[config.mk]
export PLATFORM = sky130hd
export DESIGN_NAME = sr_cmd_conditioner
export DESIGN_NICKNAME = d
export VERILOG_FILES = /design/src/rtl/sr_cmd_conditioner.sv
export SDC_FILE = /design/constraint.sdc
export NUM_CORES = 1
export LEC_CHECK = 0
export BUFFER_PORTS_ARGS = -buffer_cell sky130_fd_sc_hd__buf_2
export CAP_MARGIN = 25
export CORE_MARGIN = 3
export CORE_UTILIZATION = 59
export DETAILED_ROUTE_END_ITERATION = 6
export PLACE_DENSITY = 0.74
export SETUP_SLACK_MARGIN = 0.3
export SKIP_CTS_REPAIR_TIMING = 1
export SLEW_MARGIN = 15
export SYNTH_ARGS = -nofsm -noshare
export SYNTH_HDL_FRONTEND = slang
export SYNTH_SLANG_ARGS = --single-unit
[constraint.sdc]
create_clock -name clk -period 1.8 [get_ports clk]
set_input_delay 0.09 -clock clk [delete_from_list [all_inputs] [get_ports clk]]
set_output_delay 0.09 -clock clk [all_outputs]
set_load 0.03 [all_outputs]
[src/rtl/sr_cmd_conditioner.sv]
// Conditions raw asynchronous set/clear requests into clean, mutually exclusive
// S/R command pulses separated by a settle gap, flagging simultaneous requests.
module sr_cmd_conditioner #(
  parameter int DEBOUNCE_CYCLES = 4,
  parameter int PULSE_LEN       = 2
) (
  input  logic clk,
  input  logic rst,
  input  logic set_req,
  input  logic clr_req,
  output logic S,
  output logic R,
  output logic busy,
  output logic conflict
);

  localparam logic [7:0] CNT_LAST   = 8'(DEBOUNCE_CYCLES - 1);
  localparam logic [3:0] PULSE_LAST = 4'(PULSE_LEN - 1);

  typedef enum logic [1:0] {
    IDLE    = 2'd0,
    DRIVE_S = 2'd1,
    DRIVE_R = 2'd2,
    GAP     = 2'd3
  } state_t;

  state_t     state, state_next;
  logic [1:0] raw, s1, s2, deb, deb_d, ev;
  logic [7:0] cnt [2];
  logic       pend_s, pend_r, pend_s_next, pend_r_next;
  logic [3:0] pcnt, pcnt_next;
  logic       s_next, r_next, conflict_next;
  logic       want_s, want_r;

  // Bit 0 carries the set path, bit 1 the clear path.
  assign raw = {clr_req, set_req};
  assign ev  = deb & ~deb_d;

  always_ff @(posedge clk or posedge rst) begin
    if (rst) begin
      s1    <= '0;
      s2    <= '0;
      deb   <= '0;
      deb_d <= '0;
      for (int i = 0; i < 2; i++) cnt[i] <= '0;
    end else begin
      s1    <= raw;
      s2    <= s1;
      deb_d <= deb;
      for (int i = 0; i < 2; i++) begin
        // Any return of s2 to the accepted level restarts the stability count.
        if (s2[i] == deb[i]) begin
          cnt[i] <= '0;
        end else if (cnt[i] == CNT_LAST) begin
          deb[i] <= s2[i];
          cnt[i] <= '0;
        end else begin
          cnt[i] <= cnt[i] + 8'd1;
        end
      end
    end
  end

  always_ff @(posedge clk or posedge rst) begin
    if (rst) begin
      state    <= IDLE;
      pcnt     <= '0;
      pend_s   <= 1'b0;
      pend_r   <= 1'b0;
      S        <= 1'b0;
      R        <= 1'b0;
      conflict <= 1'b0;
    end else begin
      state    <= state_next;
      pcnt     <= pcnt_next;
      pend_s   <= pend_s_next;
      pend_r   <= pend_r_next;
      S        <= s_next;
      R        <= r_next;
      conflict <= conflict_next;
    end
  end

  always_comb begin
    state_next    = state;
    pcnt_next     = pcnt;
    pend_s_next   = pend_s;
    pend_r_next   = pend_r;
    s_next        = 1'b0;
    r_next        = 1'b0;
    conflict_next = 1'b0;
    want_s        = ev[0] | pend_s;
    want_r        = ev[1] | pend_r;

    // Requests arriving mid-command are held (one deep) for the next IDLE cycle.
    if (state != IDLE) begin
      pend_s_next = pend_s | ev[0];
      pend_r_next = pend_r | ev[1];
    end

    case (state)
      IDLE: begin
        if (want_s && want_r) begin
          conflict_next = 1'b1;
          pend_s_next   = 1'b0;
          pend_r_next   = 1'b0;
        end else if (want_s) begin
          pend_s_next = 1'b0;
          s_next      = 1'b1;
          pcnt_next   = '0;
          state_next  = DRIVE_S;
        end else if (want_r) begin
          pend_r_next = 1'b0;
          r_next      = 1'b1;
          pcnt_next   = '0;
          state_next  = DRIVE_R;
        end
      end
      DRIVE_S: begin
        if (pcnt == PULSE_LAST) begin
          state_next = GAP;
        end else begin
          pcnt_next = pcnt + 4'd1;
          s_next    = 1'b1;
        end
      end
      DRIVE_R: begin
        if (pcnt == PULSE_LAST) begin
          state_next = GAP;
        end else begin
          pcnt_next = pcnt + 4'd1;
          r_next    = 1'b1;
        end
      end
      GAP: begin
        state_next = IDLE;
      end
      default: begin
        state_next = IDLE;
      end
    endcase
  end

  assign busy = (state != IDLE);

endmodule

Word-level counts from Yosys, hierarchy flattened
Index checks and enable logic that the tools add are counted.
{ "totals": {"regBits": 35, "output_inout_bits": 4, "word_cells": 77, "inputBits": 4} }
{ "op_classes": {"n_reduce_logical": 9, "eq_ne": 12, "addsub": 3, "mux": 33, "bitwise": 6} }
{ "op_table": {"columns": ["cell", "n"], "rows": [
  ["8-bit two-way mux", 4],
  ["1-bit two-way mux", 17],
  ["8-bit by 1-bit adder with 8-bit output (second input constant)", 2],
  ["8-bit by 2-bit == test with 1-bit output (second input constant)", 2],
  ["4-bit two-way mux", 4],
  ["2-bit two-way mux", 4],
  ["4-bit case mux with 2 select lines", 1],
  ["2-bit case mux with 3 select lines", 1],
  ["4-bit by 1-bit adder with 4-bit output (second input constant)", 1],
  ["2-bit == test (second input constant)", 2],
  ["4-bit by 1-bit == test with 1-bit output (second input constant)", 1],
  ["2-bit != test (second input constant)", 2],
  ["1-bit case mux with 2 select lines", 2],
  ["2-bit AND reduction", 2],
  ["4-bit AND reduction", 1],
  ["2-bit nonzero test", 2],
  ["3-bit != test (second input constant)", 1],
  ["3-bit AND reduction", 1],
  ["2-bit bitwise AND", 1],
  ["1-bit == test", 2],
  ["2-bit by 1-bit == test with 1-bit output (second input constant)", 1],
  ["2-bit logical NOT", 1],
  ["2-bit by 1-bit != test with 1-bit output (second input constant)", 1],
  ["1-bit NOT", 2],
  ["4 further kinds", 5]
]} }

Logic depth before layout (Yosys ltp)
{ "logic_depth": {"word_depth": 8, "depth_mapped": 7, "mapped_depth_nobuf": 6} }

Least setup slack after synthesis
OpenSTA, ideal clock, no wires.
{ "synth_path": {"kind": "reg2reg", "start": "register state[0]", "end": "register pcnt[3]", "stages_incl_launch_ff": 7, "period_less_slack_ns": 1.592, "setup_slack_ns": 0.208, "arrival_ns": 1.450, "t_required_ns": 1.658, "path_buffers": 1, "setup_ns": 0.142, "path_cell_list": "dfrtp_1 inv_1 ha_1 clkbuf_1 nor2_1 a211oi_1 o221ai_1"} }
{ "synth_between": {"elab_chain_cells": 4, "elab_cells_between_ends": 10, "cone_classes": "5 x eq/ne; 1 x mux; 4 x reduce/logical"} }
{ "synth_rtl": {"columns": ["element", "line", "text"], "rows": [
  ["start, declared", "27", "state_t state, state_next;"],
  ["start signal, assigned", "74", "state <= state_next;"],
  ["2-bit == test or 2-bit by 1-bit == test with 1-bit output (tied branches)", "101", "case (state)"],
  ["2-bit OR reduction (no line)", null, null],
  ["2-bit != test (no line) or 2-bit nonzero test (tied branches)", null, null],
  ["4-bit AND reduction (no line)", null, null],
  ["end signal, assigned", "75", "pcnt <= pcnt_next;"],
  ["end, declared", "31", "logic [3:0] pcnt, pcnt_next;"]
]} }
Several ways; a longest one is shown, not always the timed one.
A chain may end at the register's enable or synchronous reset.

Worst setup path after layout
{ "layout_path": {"start": "register pcnt[1]", "end": "register pcnt[2]"} }
{ "layout_between": {"elab_chain_cells": 3, "elab_cells_between_ends": 6, "cone_classes": "1 x add/sub; 2 x eq/ne; 2 x mux; 1 x reduce/logical"} }
{ "layout_rtl": {"columns": ["element"], "rows": [
  ["4-bit by 1-bit adder with 4-bit output or 4-bit by 1-bit == test with 1-bit output (tied branches)"],
  ["4-bit two-way mux or 2-bit != test (tied branches)"],
  ["4-bit case mux with 2 select lines or 4-bit AND reduction (tied branches)"]
]} }
Several ways; a longest one is shown, not always the timed one. The select of a mux whose other input is x is not followed.

==> flow_summary.ini <==
[synth]
syn_avg_cell_area_sq_um = 10.4
netlist_top_cells_area = dfrtp_1 52%, nor2_1 6.0%, ha_1 6.0%
synth.top_cell.area_share_pct = 52.1
ys_async_sr_fraction_pct = 100
yosys_warnings = 0
ys_seq_elements = 35
synth_edf_count = 0
synth_cell_types = 39
ys_seq_area_share_pct = 52.1
yosys.area.top_type = dfrtp_1
syn_nets = 174
syn_inst = 162
syn_area_sq_um = 1680
synthFlopType = dfrtp_1

[clock_network]
cts_htree_levels = 2
clock-sinks = 35
insertion_delay_ns = 0.33
cts_buffer_depth = 2
clkTransAtPathRegs_ns = 0.10
cts-root-buf = clkbuf_4
cts_tree = built
cts_buffers = 5

[floorplan]
num_io_pins = 8
die_x_microns = 59.4
num_rows = 18
die_h_microns = 59.4
die-area_sq_um = 3520
start_util_pct = 64.9
core_area_sq_um = 2590

[power]
p_int_mw = 2.28
switchingPower_mw = 1.49
p_leak_nw = 0.955
peakVddDrop_v = 0.00180
powerDensity_nw_per_um2 = 1820
comb_power_share_pct = 52.2
finalPower_mw = 3.77
seqPwrFrac_pct = 32.2
power_frac_clock_pct = 15.6
swShare_pct = 39.5

[place]
dp.final_hpwl_microns = 2030
pre_cts_slack_ns = 0.165
gp_congestion = 0.792
placed_area_sq_um = 1780
io_buffers = 7

[cells_and_area]
final_area_sq_um = 2070
num-nets-final = 205
drive_gt1_share_pct = 26.8
final.fill_count = 154
final_common_cell = dfrtp_1
layout_common_cells = 35 x dfrtp_1, 27 x nor2_1, 17 x buf_4
num_antenna_cells = 0
area_growth_pct = 23.0

[critical_path]
critPathTopFamily = simple AND/OR/NAND/NOR gates
critical_path_class = reg2reg
cp.arrival_ns = 1.76
slowest_stage = or3b_4
required_ns = 2.01
crit_fanout = 6
crit_chain = inv_2 -> ha_4 -> or3b_4 -> nand4b_1 -> a21o_1 -> o211ai_1
startpoint_type = flop
cpPeakStageDelay_ns = 0.42
end_kind = flop
path_buf_inv = 1

[routing]
avgRoutedWirePerCell_microns = 15.3
dr.pass1.iters = 5
viasPerCell = 5.90
drt_iter0_drc = 62
drt-total-wl_microns = 3420
dr_total_vias = 1322
remaining_drc_errors = 0
ant_nets = 0

[global_routing]
grt_max_degree = 36
overflow = 0
antenna_found_initial = 0
grt_usage_pct = 20.7
grt_pass1_wl_microns = 5400
grt_pass1_vias = 1249

[job]
drv_cap = 0

[timing]
skew_ns = 0.0109
max_freq_mhz = 642
period_share_pct = 86.5
finalHoldViolations = 0
period_minus_slack_ns = 1.56
setup_viol = 0
slew_headroom_pct = 71.8
rsz0062_at_grt = yes
slew_violations = 0
tightestPinTransition_ns = 0.423
tns_ns = 0
setup_slack_ns = 0.243

[min_path]
min_path_type = reg2reg

[status]
outcome = finished clean
==> power groups by stage <==
stage | combinational [mW] | clock [mW] | sequential, mW
finish | 1.97 | 0.588 | 1.21
floorplan | 1.11 | 0 | 1.21
global placement | 1.43 | 0 | 1.19
detailed placement | 1.48 | 0 | 1.20
CTS | 1.50 | 0.598 | 1.19
global route | 2.16 | 0.630 | 1.24
==> synthesized netlist by cell type (2+ instances only) <==
cell	n
nor3_1	3
mux2_2	2
a31oi_1	2
nand2_1	12
and3_1	5
a221oi_1	2
o221ai_1	3
nor4_1	2
nand2b_1	2
o211ai_1	2
a21o_1	2
clkbuf_1	3
dfrtp_1	35
nand3_1	9
ha_1	8
xor2_1	6
nor2_1	27
xnor2_1	8
inv_1	8
nor3b_1	2
==> cell families (layout without fill, tap and decap cells) <==
| group | after synthesis | in the layout | synth area share [%] |
|---|---|---|---|
| buffers and inverters | 11 | 43 | 2.46 |
| AOI/OAI and AO/OA | 20 | 20 | 9.38 |
| muxes | 2 | 2 | 1.34 |
| DFF | 35 | 35 | 52.1 |
| and+or+nand+nor | 72 | 72 | 21.4 |
| xor gates and xnor gates | 14 | 14 | 7.30 |
| adders and majority gates | 8 | 8 | 5.96 |
==> worst paths after layout <==
check                                    start                  end  slack [ns]  depth (start not counted)
min in group asynchronous                  rst    cnt[11]$_DFF_PP0_        0.38                          4
setup reg to reg           pcnt[1]$_DFFE_PP0P_  pcnt[2]$_DFFE_PP0P_        0.24                          6
max in group asynchronous                  rst  pcnt[0]$_DFFE_PP0P_        1.11                          4
setup / recovery           pcnt[1]$_DFFE_PP0P_  pcnt[2]$_DFFE_PP0P_        0.24                          6
hold / removal                 s1[0]$_DFF_PP0_      s2[0]$_DFF_PP0_        0.36                          0
hold reg to reg                s1[0]$_DFF_PP0_      s2[0]$_DFF_PP0_        0.36                          0
==> final cells by class <==
cell class              instances  area, sq um  share of cell area [%]
flip-flops and latches         35          876                    42.4
repair buffers                 27          195                    9.44
clock buffers                   6         51.3                    2.48
well taps                      30         37.5                    1.82
clock inverters                 2         35.0                    1.69
inverters                       8         30.0                    1.45
multi-input cells             116          842                    40.7
==> stage by stage <==
| stage | instances | util (%) | hold WS [ns] |
|---|---|---|---|
| global placement | 199 | 68.6 | 0.194 |
| CTS | 207 | 71.9 | -0.167 |
| global route | 224 | 79.8 | 0.378 |
| finish | 224 | 79.8 | 0.363 |
| detailed placement | 199 | 68.6 | 0.200 |
| floorplan | 162 | - | 0.121 |
==> per-layer routing <==
metal,GRT usage [%],vias up,part of all wire (%)
met5,0,-,0
met4,11.0,0,2.5
met3,3.92,15,5.1
met2,33.1,49,49
met1,26.4,630,43
li1,-,628,-
==> sequential cells by signal (all words and copies together), names as in the netlist <==
register,count
R,1
S,1
cnt,16
conflict,1
deb,2
deb_d,2
pcnt,4
pend_r,1
pend_s,1
s1,2
s2,2
state,2
Note: power is estimated with default switching activity, not from simulation.
